$ cat config.mk
export PLATFORM = sky130hd
export DESIGN_NAME = wb_load_writer
export DESIGN_NICKNAME = d
export VERILOG_FILES = /design/src/rtl/wb_pkg.sv /design/src/rtl/wb_timeout_ctr.sv /design/src/rtl/wb_load_writer.sv
export SDC_FILE = /design/constraint.sdc
export NUM_CORES = 1
export LEC_CHECK = 0
export CORE_MARGIN = 2
export CORE_UTILIZATION = 45
export CTS_BUF_LIST = sky130_fd_sc_hd__clkbuf_16
export DETAILED_ROUTE_END_ITERATION = 16
export PLACE_DENSITY = 0.8
export SLEW_MARGIN = 20
export SYNTH_ARGS = -nofsm -noshare
export SYNTH_HDL_FRONTEND = slang
export SYNTH_SLANG_ARGS = --single-unit
$ cat constraint.sdc
create_clock -name Clk -period 2.1 [get_ports Clk]
set_input_delay 0.42 -clock Clk [delete_from_list [all_inputs] [get_ports Clk]]
set_output_delay 0.42 -clock Clk [all_outputs]
set_load 0.01 [all_outputs]
$ cat src/rtl/wb_pkg.sv
// wb_pkg: shared types and defaults for the writeback load writer.
package wb_pkg;
    localparam int WB_DATA_WIDTH = 32;
    localparam int WB_REG_ADDR_WIDTH = 5;
    localparam int ZERO_REG = 0;
    typedef enum logic {
        IDLE,
        MEM_WAIT
    } state_t;
endpackage

$ cat src/rtl/wb_timeout_ctr.sv
// wb_timeout_ctr: 8-bit wait counter that flags the last allowed memory wait cycle.
module wb_timeout_ctr #(
    parameter int LIMIT = 15
) (
    input  logic i_clk,
    input  logic i_rst_n,
    input  logic i_load,
    input  logic i_en,
    output logic o_expired
);
    logic [7:0] r_cnt;
    always_ff @(posedge i_clk or negedge i_rst_n) begin
        if (!i_rst_n) r_cnt <= '0;
        else if (i_load) r_cnt <= '0;
        else if (i_en) r_cnt <= r_cnt + 8'd1;
    end
    assign o_expired = r_cnt == 8'(LIMIT - 1);
endmodule

$ cat src/rtl/wb_load_writer.sv
// wb_load_writer: drives the register-file write port from EX/MEM results,
// stalling upstream while a load waits on the req/ack data memory.
module wb_load_writer
    import wb_pkg::*;
#(
    parameter int DATA_WIDTH = WB_DATA_WIDTH,
    parameter int REG_ADDR_WIDTH = WB_REG_ADDR_WIDTH,
    parameter int MEM_TIMEOUT = 15
) (
    input  logic                      Clk,
    input  logic                      Reset_n,
    input  logic                      ExValid,
    input  logic                      ExRegWrite,
    input  logic                      ExMemRead,
    input  logic [REG_ADDR_WIDTH-1:0] ExWriteReg,
    input  logic [DATA_WIDTH-1:0]     ExAluResult,
    output logic                      MemReq,
    output logic [DATA_WIDTH-1:0]     MemAddr,
    input  logic [DATA_WIDTH-1:0]     MemRdata,
    input  logic                      MemAck,
    output logic                      Stall,
    output logic                      RegWrite,
    output logic [REG_ADDR_WIDTH-1:0] WriteReg,
    output logic [DATA_WIDTH-1:0]     WriteData,
    output logic                      LoadError
);
    localparam logic [REG_ADDR_WIDTH-1:0] REG0 = REG_ADDR_WIDTH'(ZERO_REG);

    state_t                    r_state, w_state;
    logic                      r_mem_req, w_mem_req;
    logic [DATA_WIDTH-1:0]     r_mem_addr, w_mem_addr;
    logic                      r_reg_write, w_reg_write;
    logic [REG_ADDR_WIDTH-1:0] r_write_reg, w_write_reg;
    logic [DATA_WIDTH-1:0]     r_write_data, w_write_data;
    logic                      r_load_error, w_load_error;
    logic [REG_ADDR_WIDTH-1:0] r_cap_reg, w_cap_reg;
    logic                      r_cap_we, w_cap_we;
    logic                      w_cnt_load, w_cnt_en, w_expired;

    wb_timeout_ctr #(.LIMIT(MEM_TIMEOUT)) u_ctr (
        .i_clk    (Clk),
        .i_rst_n  (Reset_n),
        .i_load   (w_cnt_load),
        .i_en     (w_cnt_en),
        .o_expired(w_expired)
    );

    always_ff @(posedge Clk or negedge Reset_n) begin
        if (!Reset_n) begin
            r_state      <= IDLE;
            r_mem_req    <= 1'b0;
            r_mem_addr   <= '0;
            r_reg_write  <= 1'b0;
            r_write_reg  <= '0;
            r_write_data <= '0;
            r_load_error <= 1'b0;
            r_cap_reg    <= '0;
            r_cap_we     <= 1'b0;
        end else begin
            r_state      <= w_state;
            r_mem_req    <= w_mem_req;
            r_mem_addr   <= w_mem_addr;
            r_reg_write  <= w_reg_write;
            r_write_reg  <= w_write_reg;
            r_write_data <= w_write_data;
            r_load_error <= w_load_error;
            r_cap_reg    <= w_cap_reg;
            r_cap_we     <= w_cap_we;
        end
    end

    // MemAck is checked before the timeout so a late ack still completes normally.
    always_comb begin
        w_state      = r_state;
        w_mem_req    = r_mem_req;
        w_mem_addr   = r_mem_addr;
        w_reg_write  = 1'b0;
        w_write_reg  = r_write_reg;
        w_write_data = r_write_data;
        w_load_error = 1'b0;
        w_cap_reg    = r_cap_reg;
        w_cap_we     = r_cap_we;
        w_cnt_load   = 1'b0;
        w_cnt_en     = 1'b0;
        if (r_state == IDLE) begin
            if (ExValid && ExMemRead) begin
                w_state    = MEM_WAIT;
                w_mem_req  = 1'b1;
                w_mem_addr = ExAluResult;
                w_cap_reg  = ExWriteReg;
                w_cap_we   = ExRegWrite;
                w_cnt_load = 1'b1;
            end else if (ExValid) begin
                w_reg_write  = ExRegWrite && (ExWriteReg != REG0);
                w_write_reg  = ExWriteReg;
                w_write_data = ExAluResult;
            end
        end else if (MemAck) begin
            w_state      = IDLE;
            w_mem_req    = 1'b0;
            w_reg_write  = r_cap_we && (r_cap_reg != REG0);
            w_write_reg  = r_cap_reg;
            w_write_data = MemRdata;
        end else if (w_expired) begin
            w_state      = IDLE;
            w_mem_req    = 1'b0;
            w_load_error = 1'b1;
        end else begin
            w_cnt_en = 1'b1;
        end
    end

    assign Stall     = r_state == MEM_WAIT;
    assign MemReq    = r_mem_req;
    assign MemAddr   = r_mem_addr;
    assign RegWrite  = r_reg_write;
    assign WriteReg  = r_write_reg;
    assign WriteData = r_write_data;
    assign LoadError = r_load_error;
endmodule

==> flow_metrics.tcl <==
set metrics [dict create \
    dr.first_iter.drc_count 75 \
    drt_wl_total_mm 10.3 \
    clkPwrFrac 0.284 \
    cp_max_fo 14 \
    ys.flop_type "dfrtp_1" \
    slowest_stage "clkdlybuf4s50_1" \
    gr-total-overflow 0 \
    synth_top_area_frac 0.536 \
    drcViolationCount 0 \
    portBuffers 147 \
    cp-end-kind "output pin" \
    hpwl_mm 7.16 \
    worst-path-buf-inv 1 \
    antenna_found_initial 0 \
    grt_pass1_wl_mm 17.0 \
    fp.dieW_um 99 \
    yosys-top-cells-count "124 x nand2_1, 87 x dfrtp_1, 44 x mux2_2" \
    final_max_slew_viol_count 0 \
    fp-row-count 34 \
    grt_pass1_vias 3432 \
    worstRegToRegCells 3 \
    synth.yosys.seq_area_share 0.536 \
    critPathLaunchType "flip-flop" \
    synth_area_leader_cell "dfrtp_1" \
    reg2reg_to "WriteData[25]" \
    drv_cap 0 \
    dr.pass1.iters 4 \
    wl_per_cell_um 17.1 \
    grtUsageTotal 0.220 \
    htree_levels 3 \
    required_ns 1.68 \
    synth.net_count 421 \
    cts_made_buffers 9 \
    min_period_ns 1.88 \
    seqPwrFrac 0.397 \
    period_share 0.895 \
    hold_class "in -> async" \
    path_clk_slew_ns 0.06 \
    fin_tns_setup_ns 0 \
    avgSynthCellArea_sq_um 11.8 \
    core_sq_um 8720 \
    combPwrFrac 0.319 \
    n_antenna_cell 0 \
    synth_edf_count 0 \
    place_inst 588 \
    clock_skew_ns 0.00559 \
    cts_num_sinks 87 \
    grt_max_degree 47 \
    synth-async-reset-ratio 1.00 \
    grt_setup_unrepaired "false" \
    insertion_delay_ns 0.33 \
    cts_tree "yes" \
    clk_path_buf_depth 2 \
    synth_area_leaders "dfrtp_1 54%, mux2_2 12%, nand2_1 11%, mux2_4 11%, buf_6 2.2%" \
    arrival_ns 1.46 \
    syn-instance-count 344 \
    yosysUniqueCellTypes 34 \
    power_density_nw_per_um2 974 \
    criticalPathCategory "reg -> out" \
    pin_count 148 \
    max_freq_mhz 532 \
    power_switching_uw 1570 \
    cts_resized 0 \
    p_int_uw 4230 \
    syn_to_final_growth_pct 46.7 \
    hold_buffers 0 \
    r2r_start "Stall" \
    cp_top_family "buffers and inverters" \
    slew_headroom 0.631 \
    synth_seq_cells 87 \
    static-leakage-power_uw 0.00274 \
    reg2reg_slack_ns 0.39 \
    syn_area_sq_um 4060 \
    root_buffer "clkbuf_16" \
    ant_nets 0 \
    stdcell_count 603 \
    drive_above_1_share 0.208 \
    synth_warnings 0 \
    dr_total_vias 3134 \
    path_cells "clkdlybuf4s50_1" \
    hold_viol 0 \
    gp_congestion 0.827 \
    dieArea_sq_um 9800 \
    worst_slew_pin_slew_ns 0.553 \
    max_stage_delay_ns 0.59 \
    outcome "complete, no violations" \
    synth_most_common_cell "nand2_1" \
    final_nets 568 \
    die_h_um 99 \
    post-cts-setup-buffers 0 \
    p_sw_frac 0.271 \
    start_util 0.466 \
    setup_viol 0 \
    viasPerCell 5.20 \
    ir_worst_vdd_v 0.000570 \
]
-- routing by layer --
| metal | wire length [um] | part of all wire | track usage |
|---|---|---|---|
| met1 | 4340 | 0.42 | 0.278 |
| met3 | 681 | 0.066 | 0.0574 |
| met5 | 0 | 0 | 0 |
| met4 | 167 | 0.016 | 0.0801 |
| met2 | 5120 | 0.50 | 0.365 |
-- per-stage QoR --
| step | setup WS [ns] | cell area (sq um) | power (uW) | util | hold slack [ns] |
|---|---|---|---|---|---|
| floorplan | 0.569 | 4060 | 3150 | - | 0.124 |
| global placement | 0.0760 | 5660 | 4130 | 0.649 | 0.436 |
| detailed placement | 0.0516 | 5660 | 4190 | 0.649 | 0.444 |
| CTS | 0.193 | 5960 | 5850 | 0.683 | 0.0908 |
| global route | 0.158 | 5960 | 6090 | 0.683 | 0.114 |
| finish | 0.220 | 5960 | 5810 | 0.683 | 0.0709 |
-- final cells by class --
type | count | area (sq um)
clock buffer | 9 | 225
tap | 108 | 135
fill | 646 | 2760
multi-input combinational | 236 | 1730
timing repair buffer | 156 | 1610
inverter | 1 | 3.75
clock inverter | 6 | 77.6
sequential | 87 | 2180
-- how the worst max path moves through the flow --
stage	start	endpoint	slack, ns	cells after the start
after global routing	Stall	Stall	0.16	1
after floorplan	u_ctr.r_cnt[0]	u_ctr.r_cnt[2]	0.57	6
final	Stall	Stall	0.22	1
after detailed placement	ExValid	WriteData[25]	0.05	5
after global placement	ExValid	WriteData[20]	0.08	5
after CTS	Stall	Stall	0.19	1
-- worst reg2reg max path, cell delays in order (launching register included) --
cell     delay [ns]
dfrtp_2        0.54
buf_4          0.39
mux2_2         0.41
mux2_2         0.26
-- layout by cell type (no fill, tap or decap), types with 2 or more instances in the layout --
master | Yosys | layout
nand2_1 | 124 | 124
nand3_1 | 2 | 2
buf_12 | 0 | 6
buf_4 | 2 | 4
mux2i_1 | 7 | 7
mux2_2 | 44 | 44
or4_1 | 2 | 2
o211ai_1 | 4 | 4
clkbuf_16 | 0 | 9
ha_1 | 2 | 2
bufinv_16 | 0 | 2
clkinv_2 | 0 | 2
dfrtp_1 | 87 | 86
inv_1 | 1 | 2
mux2_4 | 30 | 30
a21oi_1 | 2 | 2
clkdlybuf4s50_1 | 0 | 146
-- power by group through the flow --
stage	Clock [uW]	Sequential, uW	Combinational (uW)
floorplan	0	2440	709
global placement	0	2310	1820
detailed placement	0	2320	1870
CTS	1670	2300	1880
global route	1750	2360	1980
finish	1650	2300	1850
-- kinds of logic (layout without fill, tap and decap cells) --
family / count (synthesis) / count (layout) / synth area share
multiplexers: 81 / 81 / 0.250
flip-flops: 87 / 87 / 0.536
AO/OA/AOI/OAI: 11 / 11 / 0.0191
AND/OR/NAND/NOR: 142 / 142 / 0.150
buffers and inverters: 21 / 172 / 0.0388
adder cells (fa/ha/maj): 2 / 2 / 0.00616
(Power assumes the default switching activity.)
==> edit (config.mk and constraints unchanged) <==
The package constant `ZERO_REG` goes from 0 to 1.
--- a/src/rtl/wb_pkg.sv
+++ b/src/rtl/wb_pkg.sv
@@ -3,5 +3,5 @@
     localparam int WB_DATA_WIDTH = 32;
     localparam int WB_REG_ADDR_WIDTH = 5;
-    localparam int ZERO_REG = 0;
+    localparam int ZERO_REG = 1;
     typedef enum logic {
         IDLE,
Check against the original RTL: not equivalent (a bounded check fails within 4 cycles, from zero or initial values and one cycle with Reset_n low).
==> edit against the original RTL <==
  * Global-route usage down 0.64 points
  * Clock skew up 0.0010 ns
  * Power decreased by 7.5%
  * Sequential share of layout area is 1.9 points higher
  * Combinational power down 16%
  * Cell area fell by 5.1%
  * Cell count up 5.3%
  * Worst setup slack better by 0.094 ns
  * Sequential cell count unchanged
  * Critical path type unchanged
  * Largest power group unchanged
  * Wire length decreased by 8.7%
  * Synthesized area down 6.9%
  * First-iteration DRC count rose by 51%
==> edit: results (changes against the original RTL) <==
| Metric | Value |
|---|---|
| Max VDD drop | `0.552 mV (was 0.570 mV)` |
| Post-Syn Area per Cell | `9.95 µm² (was 11.8 µm²)` |
| F_max | `560 MHz (was 532 MHz)` |
| Layout cells sized above 1 | `6.60% (was 20.8%)` |
| Slowest stage delay, CP | `0.58 ns` |
| Crit Path Max Fanout | `9 (was 14)` |
| Met2 usage | `36.9% (was 36.5%)` |
| Worst Reg2Reg Path Length in Cells | `6 (was 3)` |
| Multiplexer share of the synthesized area | `10.3% (was 25.0%)` |
| Nets | `602 (was 568)` |
| Sequential cell area fraction in the yosys report | `57.6% (was 53.6%)` |
| Non-Filler Instances | `635 (was 603)` |
| Status | `finished clean (unchanged)` |
| Worst-margin pin slew | `0.507 ns (was 0.553 ns)` |
| Drt via density | `5.07 (was 5.20)` |
| Largest net degree at the start of global routing | `53 (was 47)` |
| Fraction of the mapped netlist area in compound gates | `6.85% (was 1.91%)` |
| Dpl ws | `0.285 ns (was 0.0516 ns)` |
| P per Cell Area | `949 mW/mm² (was 974 mW/mm²)` |
| Placed Cells incl. Taps | `619 (was 588)` |
| Met3 Use GR | `6.32% (was 5.74%)` |
| Top cells by area, synth | `dfrtp_1 (58%), nand2_1 (12%), mux2i_1 (10%), a21oi_1 (4.9%), nor2_1 (4.0%) (was dfrtp_1 (54%), mux2_2 (12%), nand2_1 (11%), mux2_4 (11%), buf_6 (2.2%))` |
| DR WL/cell | `14.8 µm (was 17.1 µm)` |
| Crit path from | `Stall (unchanged)` |
| Post-synth top cells | `nand2_1 (119), dfrtp_1 (87), nor2_1 (40) (was nand2_1 (124), dfrtp_1 (87), mux2_2 (44))` |
| Comb pwr | `1.56 mW (was 1.85 mW)` |
| Netlist cell types | `33 (was 34)` |
| HPWL Detailed | `6.92 mm (was 7.16 mm)` |
| Met1 Track Usage GR | `24.9% (was 27.8%)` |
| Xor and xnor area share after synthesis | `0.695% (was 0%)` |
| Global-route wire length before repair | `15.1 mm (was 17.0 mm)` |
| Hold Slack | `0.0400 ns (was 0.0709 ns)` |
| GR Util All Layers | `21.3% (was 22.0%)` |
| CP Data Arrival Time | `1.37 ns (was 1.46 ns)` |
| Switching Fraction | `28.7% (was 27.1%)` |
| Net Count, Synth | `457 (was 421)` |
| R2R Path Start | `u_ctr.r_cnt[0] (was Stall)` |
| Routability cong. | `0.724 (was 0.827)` |
| Capture point of the worst reg-to-reg path | `u_ctr.r_cnt[1] (was WriteData[25])` |
| Area after DPL | `0.00536 mm² (was 0.00566 mm²)` |
| Adder and majority gate portion of the synthesized area | `0.662% (was 0.616%)` |
| Lkg Pwr | `2.57 nW (was 2.74 nW)` |
| Number of global-route vias before repair | `3335 (was 3432)` |
| DR iter-0 viols | `113 (was 75)` |
| Flop2flop setup slack | `0.32 ns (was 0.39 ns)` |
[edit: cell types whose count changed after synthesis, moves of 2 or more]
cell	delta
buf_2	+3
or4_1	-2
mux2i_1	+32
mux2_2	-44
o31ai_1	+3
buf_6	-5
nand4_1	+4
clkbuf_1	+3
a21oi_1	+35
mux2_4	-30
xor2_1	+3
nor2_1	+39
nand2_1	-5
[edit: layout make-up]
cell class / instances / area (µm²)
clock inverters: 7 / 72.6
multi-input cells: 269 / 1470
fillers: 639 / 2520
flip-flops and latches: 87 / 2180
clock buffers: 9 / 225
inverters: 1 / 3.75
repair buffers: 157 / 1580
well taps: 105 / 131
[edit: kinds of logic after synthesis]
family | Yosys count
simple gates | 178
flops | 87
compound gates | 47
mux | 39
buf+inv | 24
xor+xnor | 3
fa+ha+maj | 2
[edit: layer usage]
metal  share of wire, %  wire, µm  vias up
met5                  0         0        -
met1                 40      3800     1550
met3                8.5       800        9
met4                1.2       110        0
met2                 50      4700      110
li1                   -         -     1548
